### config.mk
export PLATFORM = sky130hd
export DESIGN_NAME = ksa_prefix_pipe
export DESIGN_NICKNAME = d
export VERILOG_FILES = /design/src/rtl/ksa_pkg.sv /design/src/rtl/ksa_black_cell.sv /design/src/rtl/ksa_prefix_pipe.sv
export SDC_FILE = /design/constraint.sdc
export NUM_CORES = 1
export LEC_CHECK = 0
export ABC_AREA = 1
export ABC_CLOCK_PERIOD_IN_PS = 4900
export BUFFER_PORTS_ARGS = -buffer_cell sky130_fd_sc_hd__buf_4
export CAP_MARGIN = 40
export CORE_AREA = 8 8 172 174
export CTS_CLUSTER_DIAMETER = 30
export DETAILED_ROUTE_END_ITERATION = 12
export DIE_AREA = 0 0 180 182
export SLEW_MARGIN = 30
export SYNTH_ARGS = -nofsm -noshare
export SYNTH_HDL_FRONTEND = slang
export SYNTH_SLANG_ARGS = --single-unit
### constraint.sdc
create_clock -name clk -period 4.9 [get_ports clk]
set_clock_uncertainty 0.05 [all_clocks]
set_input_delay 0.49 -clock clk [delete_from_list [all_inputs] [get_ports clk]]
set_output_delay 0.49 -clock clk [all_outputs]
set_load 0.01 [all_outputs]
### src/rtl/ksa_pkg.sv
// Shared types for the Kogge-Stone prefix pipeline.
// Width, level count and the per-stage register bundle.
package ksa_pkg;

   localparam int KSA_WIDTH  = 16;
   localparam int KSA_LEVELS = $clog2(KSA_WIDTH);

   typedef logic [KSA_WIDTH-1:0] pg_vec_t;

   typedef struct packed {
      logic    valid;
      pg_vec_t g;
      pg_vec_t p;
      pg_vec_t p_orig;
      logic    cin;
   } stage_t;

endpackage

### src/rtl/ksa_black_cell.sv
// Kogge-Stone black cell.
// It combines a high group with the adjacent low group.
module ksa_black_cell (
   input  logic gh,
   input  logic ph,
   input  logic gl,
   input  logic pl,
   output logic g,
   output logic p
);

   assign g = gh | (ph & gl);
   assign p = ph & pl;

endmodule

### src/rtl/ksa_prefix_pipe.sv
// Pipelined Kogge-Stone prefix adder back end, one register per level.
// Optional signed overflow output is enabled by defining KSA_OVF_EN.
module ksa_prefix_pipe
   import ksa_pkg::*;
#(
   parameter int WIDTH  = KSA_WIDTH,
   parameter int LEVELS = $clog2(WIDTH)
) (
   input  logic             clk,
   input  logic             rst,
   input  logic             in_valid,
   output logic             in_ready,
   input  logic [WIDTH-1:0] p_in,
   input  logic [WIDTH-1:0] g_in,
   input  logic             cin,
   output logic             out_valid,
   input  logic             out_ready,
   output logic [WIDTH-1:0] sum,
   output logic             cout
`ifdef KSA_OVF_EN
   ,
   output logic             out_ovf
`endif
);

   stage_t  st [0:LEVELS];
   pg_vec_t gn [1:LEVELS];
   pg_vec_t pn [1:LEVELS];
   pg_vec_t g0;
   logic    adv;
   logic    unused_p;

   // Every stage moves together; a stalled output freezes the whole pipe.
   assign adv      = ~out_valid | out_ready;
   assign in_ready = adv;
   assign unused_p = ^st[LEVELS].p;

   always_comb begin
      g0    = g_in;
      g0[0] = g_in[0] | (p_in[0] & cin);
   end

   for (genvar k = 1; k <= LEVELS; k++) begin : g_lvl
      localparam int D = 1 << (k - 1);
      for (genvar i = 0; i < WIDTH; i++) begin : g_bit
         if (i >= D) begin : g_cell
            ksa_black_cell u_cell (
               .gh (st[k-1].g[i]),
               .ph (st[k-1].p[i]),
               .gl (st[k-1].g[i-D]),
               .pl (st[k-1].p[i-D]),
               .g  (gn[k][i]),
               .p  (pn[k][i])
            );
         end else begin : g_pass
            assign gn[k][i] = st[k-1].g[i];
            assign pn[k][i] = st[k-1].p[i];
         end
      end
   end

   always_ff @(posedge clk) begin
      if (rst) begin
         for (int k = 0; k <= LEVELS; k++) begin
            st[k] <= '0;
         end
         out_valid <= 1'b0;
         sum       <= '0;
         cout      <= 1'b0;
`ifdef KSA_OVF_EN
         out_ovf   <= 1'b0;
`endif
      end else if (adv) begin
         st[0].valid  <= in_valid;
         st[0].g      <= g0;
         st[0].p      <= p_in;
         st[0].p_orig <= p_in;
         st[0].cin    <= cin;
         for (int k = 1; k <= LEVELS; k++) begin
            st[k].valid  <= st[k-1].valid;
            st[k].g      <= gn[k];
            st[k].p      <= pn[k];
            st[k].p_orig <= st[k-1].p_orig;
            st[k].cin    <= st[k-1].cin;
         end
         out_valid <= st[LEVELS].valid;
         sum       <= st[LEVELS].p_orig
                      ^ {st[LEVELS].g[WIDTH-2:0], st[LEVELS].cin};
         cout      <= st[LEVELS].g[WIDTH-1];
`ifdef KSA_OVF_EN
         // Carry into the MSB differs from carry out on signed overflow.
         out_ovf   <= st[LEVELS].g[WIDTH-1] ^ st[LEVELS].g[WIDTH-2];
`endif
      end
   end

endmodule

### Word-level counts from Yosys, hierarchy flattened

Memories as Yosys holds them, arrays and structs flattened.
Cells that the tools add are included.

| storage, ports and cells | value |
|---|---|
| memory bits (read-only) | 0 |
| output and inout port bits | 19 |
| bits in latches | 0 |
| memories | 1 |
| logic and storage cells | 211 |
| RAM bits | 250 |
| register bits | 18 |

Memory list:

| name | words | bits a word | read ports | clocked after Yosys merged registers in | write ports | line | source |
|---|---|---|---|---|---|---|---|
| st | 5 | 50 | 5 | 0 | 5 | ksa_prefix_pipe.sv:26 | `stage_t st [0:LEVELS];` |

| operators by class | value |
|---|---|
| mux-type cells | 30 |
| shift-type cells | 0 |
| $add $sub $neg | 0 |
| $lt $le $gt $ge | 0 |
| bitwise gates (word level) | 177 |
| reductions and logical operators | 0 |
| equal/unequal tests | 0 |
| $mul | 0 |
| div/mod/pow operators | 0 |

Operators by type and width:

| operator | number |
|---|---|
| $mux W16 | 15 |
| $and A1 B1 Y1 | 99 |
| $or A1 B1 Y1 | 76 |
| $xor A16 B16 Y16 | 1 |
| $mux W1 | 15 |
| $not A1 Y1 | 1 |

### Logic depth before layout (Yosys ltp)

Gate-level depths: netlist of run 1.

| depth | value |
|---|---|
| depth in word-level cells | 6 |
| mapped depth | 6 |

### Cells and area by module

From an unflattened synthesis of run 1, not the netlist that was laid out.

| unflattened totals | value |
|---|---|
| cell total of the unflattened synthesis | 1073 |
| area, all modules | 10007.1 µm² |

Modules (own cells, without submodules):

| module | area each (µm²) | cells each | sequential area each (µm²) | instances |
|---|---|---|---|---|
| ksa_prefix_pipe | 9087.5 | 828 | 6816.5 | 1 |
| ksa_black_cell | 18.8 | 5 | 0.0 | 49 |

### Worst setup path after synthesis of run 1

No wires, ideal clock.

| timing | value |
|---|---|
| path type | in2reg |
| start | input out_ready |
| end | memory st[0][0] (netlist name) (enable) |
| arrival time | 4770 ps |
| required time | 4294 ps |
| stages | 4 |
| path slack | -476 ps |
| path through | inv_1 nand2_1 nor2_2 inv_1 |

RTL lines:

| element | line | source |
|---|---|---|
| start, declared | ksa_prefix_pipe.sv:17 | `input logic out_ready,` |
| end, declared | ksa_prefix_pipe.sv:26 |  |

==> qor.csv, run 1 <==
stage,metric,value,unit
worst_setup_path,crit_type,flop to flop,
worst_setup_path,cp-start-kind,flop,
worst_setup_path,crit_fanout,124,
grt,grt_pass1_vias,5163,
cells_and_area,layout.nets,907,
yosys,netlist_top_cells_area,"edfxtp_1, nor2_1, inv_1",
grt,grt_antenna_before_repair,0,
yosys,synth-seq-area-share,74.1,%
clock_network,clock_sinks,222,
grt,grt_max_degree,204,
floorplanning,pin_count,56,
cells_and_area,finalInstanceArea,10900,sq um
detailed_routing,dr.max_layer_used,met4,
floorplanning,die-area,32800,sq um
flow_run,drv_cap,0,
floorplanning,rows,60,
detailed_routing,wl_per_cell,12.3,microns
detailed_routing,ant_nets,0,
timing,setup_viol,0,
floorplanning,die_h,182,microns
floorplanning,die_x,180,microns
place,portBuffers,55,
detailed_routing,vias_per_cell,4.11,
timing,tightest_slew,0.786,ns
worst_setup_path,end_kind,flop,
outcome,status,finished clean,
yosys,syn_inst,794,
clock_network,clock_latency,0.50,ns
place,dpl.hpwl,9250,microns
clock_network,ctsResizeCount,0,
pwr,irDropWorstVdd,223,uV
cells_and_area,syn2layout_area_growth,24.6,%
clock_network,root_buffer,clkbuf_16,
worst_hold_path,hold_path_class,input port to flop,
grt,overflow,0,
pwr,p_leak,4.60,nW
clock_network,cts_buffer_depth,3,
clock_network,cts_buffers,38,
place,dpl_worst_slack,2.10,ns
clock_network,postCtsSetupBuffers,0,
yosys,syn_avg_cell_area,11.0,sq um
yosys,synthTopCellsByCount,"edfxtp_1, nor2_1, inv_1",
timing,tns,0,ns
detailed_routing,route.met3.wl,786,microns
timing,min_period,2.62,ns
cells_and_area,layout-drive-gt1-share,13.6,%
yosys,synth_edf_count,204,
pwr,p_total,5.05,mW
yosys,yosysTopAreaCell,edfxtp_1,
yosys,ys.flop_type,edfxtp_1,
yosys,syn-cell-area,8750,sq um
clock_network,htreeDepth,2,
timing,hold_viol_final,0,
yosys,synth_nets,831,
timing,fmax,0.381,GHz
detailed_routing,drc,0,
yosys,yosys_warnings,0,
worst_setup_path,arrival,2.72,ns
timing,post-route-period-util,53.5,%
detailed_routing,vias,5090,
floorplanning,core,26700,sq um
clock_network,ctsHoldBuffers,0,
detailed_routing,met1Wirelength,7190,microns
timing,rsz0062_at_grt,no,
timing,drv_slew,0,
place,placed_cell_area,9530,sq um
detailed_routing,drt-initial-drc-count,406,
timing,max_slew_margin,47.6,%
cells_and_area,n_antenna_cell,0,
detailed_routing,drt-total-wl,15200,microns
yosys,synth_cell_types,11,
grt,track_usage,9.32,%
floorplanning,initial_core_util,32.8,%
yosys,synth_top_cell_area_share,70.0,%
timing,fin_ws,2.28,ns
pwr,p_per_area,463,nW/um^2
clock_network,clk_pin_slew,0.05,ns
grt,grt_pass1_wl,25200,microns
detailed_routing,met2_length,6800,microns
clock_network,cts_tree,built,
detailed_routing,first_pass_iters,4,
worst_setup_path,worstPathRequired,5.00,ns
yosys,ys_seq_elements,222,
place,gp_congestion,0.725,
yosys,async_flop_share,0,%
==> sequential cells by signal (all words and copies together), names as in the netlist <==
name       cells
st           204
sum           16
cout           1
out_valid      1
==> metal layers <==
layer	GRT usage, %	vias to the layer above
met1	11.7	2287
li1	-	2650
met5	0	-
met2	14.8	116
met4	4.20	0
met3	2.53	37
==> cells in the final DEF, fill, tap and decap left out, types with 2 or more instances in the layout <==
master / netlist / routed
nor2_1: 204 / 204
edfxtp_1: 204 / 204
inv_1: 155 / 154
nand2_1: 135 / 135
buf_4: 8 / 57
a21oi_1: 51 / 51
clkbuf_16: 0 / 41
dfxtp_1: 18 / 18
bufinv_16: 0 / 7
clkinv_1: 0 / 5
clkinv_2: 0 / 5
clkinvlp_4: 0 / 4
clkbuf_1: 0 / 4
inv_6: 0 / 2
buf_16: 0 / 2
==> kinds of logic (layout without fill, tap and decap cells) <==
logic type      count (synthesis)  count (layout)  synth area share, %
buf+inv                       179             283                 8.25
flops                         222             222                 74.1
compound gates                 51              51                 2.92
simple gates                  342             342                 14.7
==> worst max-delay path, cell delays in order (launching register included) <==
cell        delay, ns
dfxtp_1          0.34
nand2_1          0.19
nor2_2           0.66
clkinvlp_4       0.32
buf_12           0.27
buf_16           0.32
==> path summary, 6_finish.rpt <==
| kind | startpoint | end | slack, ns | depth (start not counted) |
|---|---|---|---|---|
| setup / recovery | out_valid | st[0][45] | 2.28 | 5 |
| hold / removal | g_in[4] | st[0][37] | 0.23 | 3 |
| setup reg to reg | out_valid | st[0][45] | 2.28 | 5 |
| hold reg to reg | st[4][49] | out_valid | 0.39 | 2 |
==> cell type report <==
type                            count  area [sq um]
Timing Repair Buffer               60           503
Sequential cell                   222          6490
Clock buffer                       45          1040
Tap cell                          341           427
Multi-Input combinational cell    393          1560
Fill cell                        2498         15700
Inverter                          155           586
Clock inverter                     23           303
==> power by group <==
part           leakage [nW]  internal (mW)  switching (mW)
Sequential             2.61           2.13          0.0387
Clock                 0.650           1.88           0.860
Combinational          1.35         0.0577          0.0798
Total                  4.60           4.07           0.978
==> stage by stage <==
step | utilization [%] | hold WS [ns] | instances
2_1_floorplan | - | 0.370 | 794
3_3_place_gp | 35.7 | 0.391 | 1169
3_5_place_dp | 35.8 | 0.381 | 1170
4_1_cts | 40.8 | 0.212 | 1238
5_1_grt | 40.9 | 0.242 | 1239
6_report | 40.9 | 0.233 | 1239
(Power assumes the default switching activity.)
==> run 2: changes to the inputs <==
--- a/config.mk
+++ b/config.mk
@@ -5,14 +5,14 @@
 export SDC_FILE = /design/constraint.sdc
 export NUM_CORES = 1
 export LEC_CHECK = 0
-export ABC_AREA = 1
-export ABC_CLOCK_PERIOD_IN_PS = 4900
+export ABC_AREA = 0
+export ABC_CLOCK_PERIOD_IN_PS = 2560
 export BUFFER_PORTS_ARGS = -buffer_cell sky130_fd_sc_hd__buf_4
 export CAP_MARGIN = 40
-export CORE_AREA = 8 8 172 174
+export CORE_AREA = 8 8 170 172
 export CTS_CLUSTER_DIAMETER = 30
 export DETAILED_ROUTE_END_ITERATION = 12
-export DIE_AREA = 0 0 180 182
+export DIE_AREA = 0 0 178 180
 export SLEW_MARGIN = 30
 export SYNTH_ARGS = -nofsm -noshare
 export SYNTH_HDL_FRONTEND = slang
==> constraint.sdc (replaced) <==
create_clock -name clk -period 2.56 [get_ports clk]
set_clock_uncertainty 0.05 [all_clocks]
set_input_delay 0.256 -clock clk [delete_from_list [all_inputs] [get_ports clk]]
set_output_delay 0.256 -clock clk [all_outputs]
set_load 0.01 [all_outputs]
==> run 2 against run 1 <==
Against the previous run: power increased by 90%; critical path type is now input port to output pin; via count decreased by 15%; clock-buffer cell count decreased by 3.
==> qor.csv, run 2 <==
stage,metric,value,unit
outcome,status,finished clean,
yosys,synth_cell_types,18,
yosys,yosysMostFrequentCell,edfxtp_1,
detailed_routing,dr.max_layer_used,met4,
timing,hold_viol_final,0,
worst_setup_path,reg2reg_to,st[2][46],
timing,post-route-period-util,75.3,%
clock_network,cts_buffers,38,
yosys,synth_nets,598,
cells_and_area,fin_util,41.5,%
detailed_routing,drt-initial-drc-count,298,
clock_network,postCtsSetupBuffers,0,
worst_setup_path,crit_fanout,34,
worst_setup_path,crit_type,input port to output pin,
worst_setup_path,cp_num_buf_inv,5,
place,gp_congestion,0.679,
worst_setup_path,end_kind,output pin,
clock_network,clock_latency,0.50,ns
worst_setup_path,rrSetupSlack,0.94,ns
grt,grt_pass1_vias,4562,
worst_hold_path,hold_path_class,input port to flop,
cells_and_area,largest_reg_flops,204,
worst_setup_path,worstRegToRegCells,5,
cells_and_area,syn2layout_area_growth,28.8,%
floorplanning,die-area,32000,sq um
worst_hold_path,hold_end,st[0][33],
yosys,yosys_warnings,0,
worst_setup_path,worstPathRequired,2.25,ns
cells_and_area,largest_register,st,
timing,hold_slack,0.0201,ns
worst_setup_path,crit_slowest_cell,dlygate4sd3_1,
floorplanning,core,26400,sq um
detailed_routing,wl_per_cell,13.5,microns
grt,grt_max_degree,155,
cells_and_area,layout-drive-gt1-share,18.2,%
yosys,async_flop_share,0,%
detailed_routing,vias,4339,
worst_hold_path,min_from,g_in[0],
worst_setup_path,arrival,1.62,ns
timing,tightest_slew,0.563,ns
cells_and_area,n_antenna_cell,0,
timing,fmax,0.519,GHz
worst_setup_path,crit_family,buffers and inverters,
timing,min_period,1.93,ns
timing,drv_slew,0,
pwr,p_per_area,878,nW/um^2
yosys,ys.flop_type,edfxtp_1,
detailed_routing,first_pass_iters,4,
place,dpl.hpwl,8430,microns
pwr,irDropWorstVdd,360,uV
worst_setup_path,critical_path.max_stage_delay,0.53,ns
grt,grt_antenna_before_repair,0,
grt,track_usage,8.82,%
yosys,synth_edf_count,204,
clock_network,cts_tree,built,
detailed_routing,met2_length,6260,microns
floorplanning,die_h,180,microns
cells_and_area,reg.largest.list,"st x204, sum x16",
cells_and_area,layout.nets,708,
yosys,syn_avg_cell_area,15.1,sq um
clock_network,clk_pin_slew,0.05,ns
yosys,synthTopCellsByCount,"edfxtp_1, and2_1, nor2_1",
yosys,yosysTopAreaCell,edfxtp_1,
floorplanning,initial_core_util,32.2,%
timing,max_slew_margin,62.5,%
yosys,synth-seq-area-share,76.4,%
flow_run,drv_cap,0,
worst_setup_path,worstSetupStartpoint,out_ready,
yosys,syn_inst,561,
detailed_routing,met1Wirelength,6560,microns
timing,rsz0062_at_grt,no,
worst_hold_path,hold-path-cell-count,3,
yosys,netlist_top_cells_area,"edfxtp_1, and2_1, dfxtp_1",
worst_setup_path,reg2reg_from,out_valid,
detailed_routing,drt-total-wl,14000,microns
place,portBuffers,55,
floorplanning,die_x,178,microns
clock_network,root_buffer,clkbuf_16,
yosys,ys_seq_elements,222,
clock_network,htreeDepth,2,
yosys,syn-cell-area,8490,sq um
timing,tns,0,ns
detailed_routing,route.met3.wl,890,microns
yosys,synth_top_cell_area_share,72.2,%
floorplanning,rows,60,
cells_and_area,final_cell_mix,"edfxtp_1, and2_1, nor2_1",
grt,grt_pass1_wl,22900,microns
cells_and_area,fillers,2397,
worst_setup_path,cp-start-kind,input port,
floorplanning,pin_count,56,
pwr,p_leak,4.55,nW
timing,setup_viol,0,
detailed_routing,drc,0,
worst_setup_path,path_cells,dlygate4sd3_1 > buf_4 > nor2b_4 > inv_2 > buf_4 > buf_4,
detailed_routing,ant_nets,0,
clock_network,cts_buffer_depth,3,
worst_setup_path,crit_path_frequent_cell,buf_4,
grt,overflow,0,
detailed_routing,vias_per_cell,4.17,
cells_and_area,layout_commonest_cell,edfxtp_1,
clock_network,clock_sinks,222,
-- run 2: cell count changes in the layout (fill, tap and decap cells not counted), moves of 34 or more --
cell	change
inv_1	-154
nor2_1	-136
and3_1	+34
nand2_1	-133
dlygate4sd3_1	+34
and2_1	+120
-- run 2: area by class of cell --
cell class / instances / area (sq um) / share of cell area [%]
multi-input combinational: 311 / 1790 / 16.3
clock inverter: 26 / 322 / 2.94
tap: 341 / 427 / 3.90
timing repair buffer: 97 / 876 / 8.01
clock buffer: 42 / 1030 / 9.42
inverter: 1 / 3.75 / 0.0343
sequential: 222 / 6490 / 59.3
-- run 2: how the worst max path moves through the flow --
stage	slack [ns]	depth (start not counted)	end
finish	0.63	6	in_ready
global placement	0.82	3	st[0][16]
floorplan	0.18	2	st[0][0]
global route	0.55	6	in_ready
CTS	0.62	6	in_ready
detailed placement	0.80	3	st[0][46]
-- run 2: repair_timing --
item                                   in CTS  in global routing
endpoints found under the hold margin      34                  0
hold buffers                               34                  0
resized for setup                           0                  0
-- run 2: logic make-up (layout without fill, tap and decap cells) --
group,Yosys count,count (layout),synth area share (%)
xor gates and xnor gates,16,16,1.65
buffers and inverters,28,166,2.64
DFF,222,222,76.4
AOI/OAI and AO/OA,67,67,4.42
and+or+nand+nor,228,228,14.9
-- run 2: tightest hold or removal path, stage by stage --
cell,delay [ns]
buf_4,0.08
a21oi_1,0.04
nor2_1,0.08
-- run 2: layer usage --
metal / track usage (%) / vias up
met1: 11.3 / 1974
li1: - / 2232
met2: 13.3 / 104
met5: 0 / -
met4: 3.84 / 0
met3: 3.14 / 29
-- run 2: report_power, final --
part           internal (mW)  total, mW  switching, mW
Sequential              4.06       4.11         0.0545
Clock                   3.59       5.24           1.65
Combinational          0.138      0.251          0.112
Total                   7.79       9.60           1.82
-- run 2: stage by stage --
| step | power, mW | instances | setup WS [ns] | area [sq um] |
|---|---|---|---|---|
| finish | 9.60 | 1040 | 0.633 | 10900 |
| global route | 9.90 | 1040 | 0.547 | 10900 |
| floorplan | 4.30 | 561 | 0.185 | 8500 |
| CTS | 9.72 | 1040 | 0.622 | 10900 |
| global placement | 4.39 | 938 | 0.820 | 9240 |
| detailed placement | 4.39 | 938 | 0.796 | 9240 |
